<file path="config.mk">
export PLATFORM = sky130hd
export DESIGN_NAME = exp4_unidade_controle_jogo
export DESIGN_NICKNAME = d
export VERILOG_FILES = /design/src/rtl/exp4_unidade_controle_jogo.sv
export SDC_FILE = /design/constraint.sdc
export NUM_CORES = 1
export LEC_CHECK = 0
export ABC_AREA = 1
export BUFFER_PORTS_ARGS = -buffer_cell sky130_fd_sc_hd__buf_2
export CAP_MARGIN = 20
export CORE_MARGIN = 2
export CORE_UTILIZATION = 50
export DETAILED_ROUTE_END_ITERATION = 7
export GPL_TIMING_DRIVEN = 0
export HOLD_SLACK_MARGIN = 0.12
export PLACE_DENSITY = 0.75
export SYNTH_ARGS = -nofsm -noshare
export SYNTH_HDL_FRONTEND = slang
export SYNTH_SLANG_ARGS = --single-unit
</file>
<file path="constraint.sdc">
create_clock -name clock -period 1.4 [get_ports clock]
set_clock_uncertainty 0.05 [all_clocks]
set_input_delay 0 -clock clock [delete_from_list [all_inputs] [get_ports clock]]
set_output_delay 0 -clock clock [all_outputs]
set_load 0.005 [all_outputs]
</file>
<file path="src/rtl/exp4_unidade_controle_jogo.sv">
// Control unit for the move-by-move game datapath.
// It runs one round per player move. In espera it waits for a move and
// counts the cycles spent there. The game ends in one of three held final
// states: hit, miss or timeout. From a final state, iniciar restarts the
// game through preparacao.

module exp4_unidade_controle_jogo #(
    parameter int TIMEOUT = 5000,
    parameter int TW      = 13
) (
    input  logic        clock,
    input  logic        reset,
    input  logic        iniciar,
    input  logic        jogada,
    input  logic        igual,
    input  logic        fimC,
    output logic        zeraC,
    output logic        contaC,
    output logic        zeraR,
    output logic        registraR,
    output logic        pronto,
    output logic        acertou,
    output logic        errou,
    output logic        timeout,
    output logic [3:0]  db_estado
);

    // State codes double as the debug display value
    typedef enum logic [3:0] {
        INICIAL     = 4'h0,
        PREPARACAO  = 4'h1,
        ESPERA      = 4'h2,
        REGISTRA    = 4'h4,
        COMPARACAO  = 4'h5,
        PROXIMO     = 4'h6,
        FIM_ACERTOU = 4'hA,
        FIM_ERROU   = 4'hE,
        FIM_TIMEOUT = 4'hD
    } t_estado;

    t_estado          r_estado;
    t_estado          w_proximo;
    logic [TW-1:0]    r_timer;
    logic             w_timerFim;

    assign w_timerFim = (r_timer == TW'(TIMEOUT - 1));

    // State register, forced to inicial by the asynchronous reset
    always_ff @(posedge clock or negedge reset) begin
        if (!reset) begin
            r_estado <= INICIAL;
        end else begin
            r_estado <= w_proximo;
        end
    end

    // Timeout timer: counts only while staying in espera.
    // It is cleared whenever espera is left, so it never reaches TIMEOUT.
    always_ff @(posedge clock or negedge reset) begin
        if (!reset) begin
            r_timer <= '0;
        end else if (r_estado == ESPERA && w_proximo == ESPERA) begin
            r_timer <= r_timer + TW'(1);
        end else begin
            r_timer <= '0;
        end
    end

    // Next-state logic. A move seen in the last espera cycle wins over the timeout.
    always_comb begin
        w_proximo = INICIAL;
        case (r_estado)
            INICIAL:     w_proximo = iniciar ? PREPARACAO : INICIAL;
            PREPARACAO:  w_proximo = ESPERA;
            ESPERA: begin
                if (jogada) begin
                    w_proximo = REGISTRA;
                end else if (w_timerFim) begin
                    w_proximo = FIM_TIMEOUT;
                end else begin
                    w_proximo = ESPERA;
                end
            end
            REGISTRA:    w_proximo = COMPARACAO;
            COMPARACAO: begin
                if (!igual) begin
                    w_proximo = FIM_ERROU;
                end else if (fimC) begin
                    w_proximo = FIM_ACERTOU;
                end else begin
                    w_proximo = PROXIMO;
                end
            end
            PROXIMO:     w_proximo = ESPERA;
            FIM_ACERTOU: w_proximo = iniciar ? PREPARACAO : FIM_ACERTOU;
            FIM_ERROU:   w_proximo = iniciar ? PREPARACAO : FIM_ERROU;
            FIM_TIMEOUT: w_proximo = iniciar ? PREPARACAO : FIM_TIMEOUT;
            default:     w_proximo = INICIAL;
        endcase
    end

    // Moore outputs decoded from the current state only
    always_comb begin
        zeraC     = 1'b0;
        contaC    = 1'b0;
        zeraR     = 1'b0;
        registraR = 1'b0;
        pronto    = 1'b0;
        acertou   = 1'b0;
        errou     = 1'b0;
        timeout   = 1'b0;
        db_estado = 4'hF;
        case (r_estado)
            INICIAL: begin
                zeraC     = 1'b1;
                zeraR     = 1'b1;
                db_estado = 4'h0;
            end
            PREPARACAO: begin
                zeraC     = 1'b1;
                zeraR     = 1'b1;
                db_estado = 4'h1;
            end
            ESPERA:     db_estado = 4'h2;
            REGISTRA: begin
                registraR = 1'b1;
                db_estado = 4'h4;
            end
            COMPARACAO: db_estado = 4'h5;
            PROXIMO: begin
                contaC    = 1'b1;
                db_estado = 4'h6;
            end
            FIM_ACERTOU: begin
                pronto    = 1'b1;
                acertou   = 1'b1;
                db_estado = 4'hA;
            end
            FIM_ERROU: begin
                pronto    = 1'b1;
                errou     = 1'b1;
                db_estado = 4'hE;
            end
            FIM_TIMEOUT: begin
                pronto    = 1'b1;
                timeout   = 1'b1;
                db_estado = 4'hD;
            end
            default:    db_estado = 4'hF;
        endcase
    end

endmodule

</file>
==> results of run 1 <==
power by group through the flow:
stage	clock network (mW)	registers [mW]	logic [mW]
floorplan	0	0.610	0.468
global placement	0	0.619	0.645
detailed placement	0	0.621	0.664
CTS	0.267	0.600	0.809
global route	0.291	0.616	1.02
finish	0.258	0.611	0.935
layout make-up:
cell class	instances	area, um^2	area share [%]
inverters	23	88.8	5.63
plain buffers	3	38.8	2.46
clock buffers	4	26.3	1.66
repair buffers	33	256	16.2
well taps	28	35.0	2.22
flip-flops and latches	17	430	27.3
multi-input cells	116	703	44.5
logic make-up (layout without fill, tap and decap cells):
family,count (synthesis),in the layout
and+or+nand+nor,100,100
buffers and inverters,26,63
DFF,17,17
AOI/OAI and AO/OA,8,8
xor gates and xnor gates,7,7
adders and majority gates,1,1
flip-flops by register name, indices dropped and copies added (netlist names):
register,cells
r_timer,13
r_estado,4
cell usage in the layout, fill, tap and decap left out, types with 3 or more instances in the layout:
cell and count:
o21ai_0 5, clkbuf_4 3, xor2_1 5, inv_1 17
dlygate4sd3_1 6, nand2_4 3, nor2_1 17, nand2_1 44
nor2_4 6, dfrtp_1 13, nand3_1 6, buf_4 8
buf_2 17, nor2_2 9, nand4_1 7, inv_2 5
dfrtp_2 4
per-layer routing:
metal	track usage, %	up-vias
met5	0	-
met4	7.69	0
met3	1.71	9
met2	46.4	43
met1	24.3	546
li1	-	561
metrics by stage:
| stage | cells | utilization, % |
|---|---|---|
| 2_1_floorplan | 159 | - |
| 3_3_place_gp | 204 | 58.7 |
| 3_5_place_dp | 204 | 58.7 |
| 4_1_cts | 222 | 67.1 |
| 5_1_grt | 224 | 71.4 |
| 6_report | 224 | 71.4 |
worst max path at each step:
stage	start	end	slack [ns]	depth (start not counted)
after floorplan	r_timer[0]$_DFF_PN0_	r_estado[1]$_DFF_PN0_	0.03	7
after global placement	r_timer[0]$_DFF_PN0_	r_estado[1]$_DFF_PN0_	-0.11	7
after detailed placement	r_timer[0]$_DFF_PN0_	r_estado[1]$_DFF_PN0_	-0.13	7
after CTS	r_estado[3]$_DFF_PN0_	registraR	0.01	7
after global routing	r_estado[3]$_DFF_PN0_	contaC	-0.01	7
final	r_estado[3]$_DFF_PN0_	contaC	0.02	7
tightest hold or removal path: stages, from the launching register on:
cell and delay [ns]:
dfrtp_1 0.41, nand2_1 0.09, a21oi_2 0.05
cells in the mapped netlist (all sizes together):
cell	n	area, um^2
a21oi	3	15.0
nor2	34	205
nand2	47	191
xnor2	1	8.76
inv	23	86.3
o21ai	5	25.0
nand3	10	55.1
nor3	2	10.0
ha	1	12.5
dfrtp	17	425
nand4	7	43.8
buf	3	32.5
xor2	6	52.6
what timing repair did:
| item | CTS | global route |
|---|---|---|
| endpoints found under the setup margin | 14 | 21 |
| pin swaps | 4 | 4 |
| setup buffers | 7 | 2 |
| hold buffers | 6 | 0 |
| endpoints found under the hold margin | 21 | 0 |
| resized for setup | 8 | 21 |
| gates cloned | 1 | 0 |
==> impl_metrics.yaml, run 1 <==
outcome:
  status: "completed"
critical_path:
  crit_fanout: 10
  arrival_ns: 1.33
  cpMostUsedCell: "nand2_1"
  worst-endpoint-required_ns: 1.35
  r2r_start: "r_timer[1]$_DFF_PN0_"
  critPathMaxStageDelay_ns: 0.38
  critPathTopFamily: "buffers and inverters"
  path_cells: "buf_6, inv_4, nand2_1, inv_2, nand2_1, inv_1, buf_2"
  critical_path_class: "flip-flop to output pin"
  cp_slowest_cell: "dfrtp_1"
  r2r_end: "r_estado[1]$_DFF_PN0_"
  cp-end-kind: "output pin"
  path_buf_inv: 5
  start_kind: "flip-flop"
  r2r_slack_ns: 0.04
  ff2ff_path_depth: 7
die:
  start_util_pct: 52.6
  ios: 18
  coreArea_um2: 2210
  fp.dieH_um: 52.2
  fp-row-count: 17
  die-area_um2: 2730
  die_w_um: 52.2
placed_design:
  gp_congestion: 0.861
  io_buffers: 17
  place_ws_ns: -0.131
  post-dp-hpwl_um: 1790
  place_area_um2: 1300
clock_tree:
  cts_tree: "done"
  clock_path_buffers: 2
  htreeDepth: 1
  clk_latency_ns: 0.29
  clock-sinks: 17
  cts_inserted_buffers: 3
  clk_transition_reported_paths_ns: 0.09
  cts_root_buffer: "clkbuf_4"
worst_hold_path:
  min-delay-start: "r_timer[11]$_DFF_PN0_"
  hold-path-endpoint: "r_timer[11]$_DFF_PN0_"
  hold_path_class: "flip-flop to flip-flop"
  whs_path_depth: 2
global_routing:
  antenna_found_initial: 0
  grt_pass1_vias: 1099
  track_usage_pct: 22.9
  grt_pass1_wl_um: 4600
  grt_max_degree: 18
  overflow: 0
pwr:
  p_total_mw: 1.80
  p_comb_share_pct: 51.8
  seqPwrFrac_pct: 33.9
  p_per_area_nw_per_um2: 1140
  internal-power_mw: 1.09
  p_switching_mw: 0.716
  worst_ir_drop_vdd_v: 0.000967
  swShare_pct: 39.7
  leakagePower_nw: 0.762
  clkPwrFrac_pct: 14.3
route:
  top_layer: "met4"
  ant_nets: 0
  firstDrtPassIters: 4
  wl_met2_um: 1640
  wl_um: 2950
  drc_errors: 0
  wl_per_cell_um: 13.2
  avgViaCountPerCell: 5.17
  vias: 1159
  drtIter0Drc: 14
  met3_length_um: 127
  wl_met1_um: 1120
layout:
  area_growth_pct: 35.7
  final_nets: 204
  final_area_um2: 1580
  antenna_cells: 0
  drive_above_1_share_pct: 35.7
  nFillCells: 173
yosys:
  ys_warn_count: 0
  seq_area_frac_synth_pct: 36.6
  ys_ff_latch: 17
  syn-instance-count: 159
  synth-compound-area-share_pct: 3.44
  synth_fp_nets: 166
  syn-cell-area_um2: 1160
  synth_top_family_by_area: "simple AND/OR/NAND/NOR gates"
  ys_types: 21
  synth-simple-area-share_pct: 43.4
  avgSynthCellArea_um2: 7.32
  muxShareOfSynthArea_pct: 0
  synthAdderAreaFrac_pct: 1.08
  synth-xor-area-share_pct: 5.27
sta:
  fin_crit_ns: 1.38
  timing.slew.headroom_pct: 75.1
  finalCritPeriodShare_pct: 98.5
  tightestPinTransition_ns: 0.373
  rsz0062_at_grt: "true"
  maxSlewViolCount: 0
  fin_ws_ns: 0.0215
  holdWs_ns: 0.520
  setup_tns_ns: 0
  max_freq_mhz: 725
  final-hold-violation-count: 0
  finalSetupViolations: 0
job:
  drv_cap: 0
(Power assumes the default switching activity.)
==> inputs of run 2 (changes only) <==
--- a/config.mk
+++ b/config.mk
@@ -6,12 +6,11 @@
 export NUM_CORES = 1
 export LEC_CHECK = 0
 export ABC_AREA = 1
-export BUFFER_PORTS_ARGS = -buffer_cell sky130_fd_sc_hd__buf_2
+export BUFFER_PORTS_ARGS = -buffer_cell sky130_fd_sc_hd__clkbuf_2
 export CAP_MARGIN = 20
 export CORE_MARGIN = 2
 export CORE_UTILIZATION = 50
 export DETAILED_ROUTE_END_ITERATION = 7
-export GPL_TIMING_DRIVEN = 0
 export HOLD_SLACK_MARGIN = 0.12
 export PLACE_DENSITY = 0.75
 export SYNTH_ARGS = -nofsm -noshare
==> run 2 against run 1 <==
Net effect:
- worst hold slack got worse by 0.40 ns
- count of clock-buffer cells in the layout unchanged
- critical endpoint is now r_timer[11]$_DFF_PN0_
- final cell count decreased by 1.8%
- global-route usage decreased by 2.5 points
- largest cell class unchanged
- first-iteration DRC count increased by 100%
- combinational power decreased by 13%
- non-clock buffer count decreased by 4
==> impl_metrics.yaml, run 2 (same netlist as run 1, synthesis figures left out) <==
global_routing:
  track_usage_pct: 20.4
  grt_max_degree: 18
  grt_pass1_wl_um: 4070
  overflow: 0
  grt_pass1_vias: 993
  antenna_found_initial: 0
critical_path:
  crit_start: "r_estado[1]$_DFF_PN0_"
  crit_fanout: 7
  r2r_slack_ns: 0.0004
  cp-end-kind: "flip-flop"
  ff2ff_path_depth: 8
  cp_slowest_cell: "dfrtp_1"
  worst-endpoint-required_ns: 1.57
  path_cells: "inv_2, buf_12, nor2_8, nand2_4, nor2_8, nand2_4, buf_12, a21oi_2"
  start_kind: "flip-flop"
  critical_path_class: "flip-flop to flip-flop"
  critPathMaxStageDelay_ns: 0.43
  arrival_ns: 1.57
  r2r_start: "r_estado[1]$_DFF_PN0_"
die:
  coreArea_um2: 2210
  start_util_pct: 52.6
  die-area_um2: 2730
  fp.dieH_um: 52.2
  die_w_um: 52.2
  ios: 18
  fp-row-count: 17
pwr:
  worst_ir_drop_vdd_v: 0.000758
  p_per_area_nw_per_um2: 1130
  leakagePower_nw: 0.715
sta:
  max_freq_mhz: 714
  maxSlewViolCount: 0
  setup_tns_ns: 0
  holdWs_ns: 0.118
  finalSetupViolations: 0
  fin_ws_ns: 0.000391
  tightestPinTransition_ns: 0.409
  timing.slew.headroom_pct: 72.8
  rsz0062_at_grt: "true"
  fin_crit_ns: 1.40
  final-hold-violation-count: 0
  finalCritPeriodShare_pct: 100
route:
  ant_nets: 0
  wl_um: 2470
  wl_met2_um: 1330
  avgViaCountPerCell: 5.01
  firstDrtPassIters: 4
  met3_length_um: 79
  drtIter0Drc: 28
  vias: 1103
  wl_met1_um: 1040
  top_layer: "met4"
  wl_per_cell_um: 11.2
  drc_errors: 0
placed_design:
  gp_congestion: 0.865
  io_buffers: 17
  post-dp-hpwl_um: 1900
  place_ws_ns: 0.0788
clock_tree:
  clock_path_buffers: 2
  cts_tree: "done"
  clk_transition_reported_paths_ns: 0.09
  cts_root_buffer: "clkbuf_4"
  cts_inserted_buffers: 3
  htreeDepth: 1
  clk_latency_ns: 0.28
  clock-sinks: 17
worst_hold_path:
  hold_path_class: "input port to async pin"
layout:
  nFillCells: 182
  drive_above_1_share_pct: 30.7
  final_common_cell: "nand2_1"
  antenna_cells: 0
  largest_reg_flops: 13
  area_growth_pct: 28.8
  top_regs: "r_timer: 13 flops, r_estado: 4 flops"
  final_nets: 200
  fin_util_pct: 67.8
  regMostFlops: "r_timer"
  most-common-layout-cells: "45 x nand2_1, 19 x inv_1, 18 x nor2_1"
job:
  drv_cap: 0
outcome:
  status: "completed"
[run 2: critical path: cells and delay by family, from the launching register on]
family	cells	cell delay, ns
compound gates	1	0.09
buf+inv	3	0.37
flops	1	0.43
simple gates	4	0.40
[run 2: area by class of cell]
cell class,instances,area [um^2],share of cell area (%)
sequential,17,428,28.5
tap,28,35.0,2.34
clock buffer,4,26.3,1.75
timing repair buffer,32,248,16.5
inverter,23,86.3,5.76
multi-input combinational,116,676,45.1
[run 2: routing by layer]
layer / vias to the layer above / GRT usage [%]
met5: - / 0
met4: 0 / 7.69
met3: 4 / 1.71
met2: 27 / 38.0
met1: 515 / 24.1
li1: 557 / -
[run 2: what timing repair did]
action / CTS / global route
pin swaps: 0 / 8
setup endpoints to repair: 2 / 22
hold endpoints to repair: 21 / 0
gates cloned: 0 / 0
gates resized for setup: 0 / 15
buffers inserted: 1 / 2
hold buffers: 6 / 0
[run 2: worst paths after layout]
kind | endpoint
max in group asynchronous | r_estado[3]$_DFF_PN0_
min reg2reg | r_timer[11]$_DFF_PN0_
max reg2reg | r_timer[11]$_DFF_PN0_
min | r_timer[0]$_DFF_PN0_
min in group clock | r_timer[11]$_DFF_PN0_
max | r_timer[11]$_DFF_PN0_
[run 2: per-stage QoR]
stage	std cells	total power, mW	instance area, um^2
after floorplan	159	1.08	1180
after global placement	208	1.29	1340
after detailed placement	208	1.31	1340
after CTS	219	1.64	1450
after global routing	220	1.82	1500
final	220	1.69	1500
[run 2: report_power, final]
group          leakage (nW)  internal [mW]  switching (mW)
clock                0.0150          0.111           0.145
combinational         0.469          0.366           0.451
sequential            0.231          0.539          0.0751
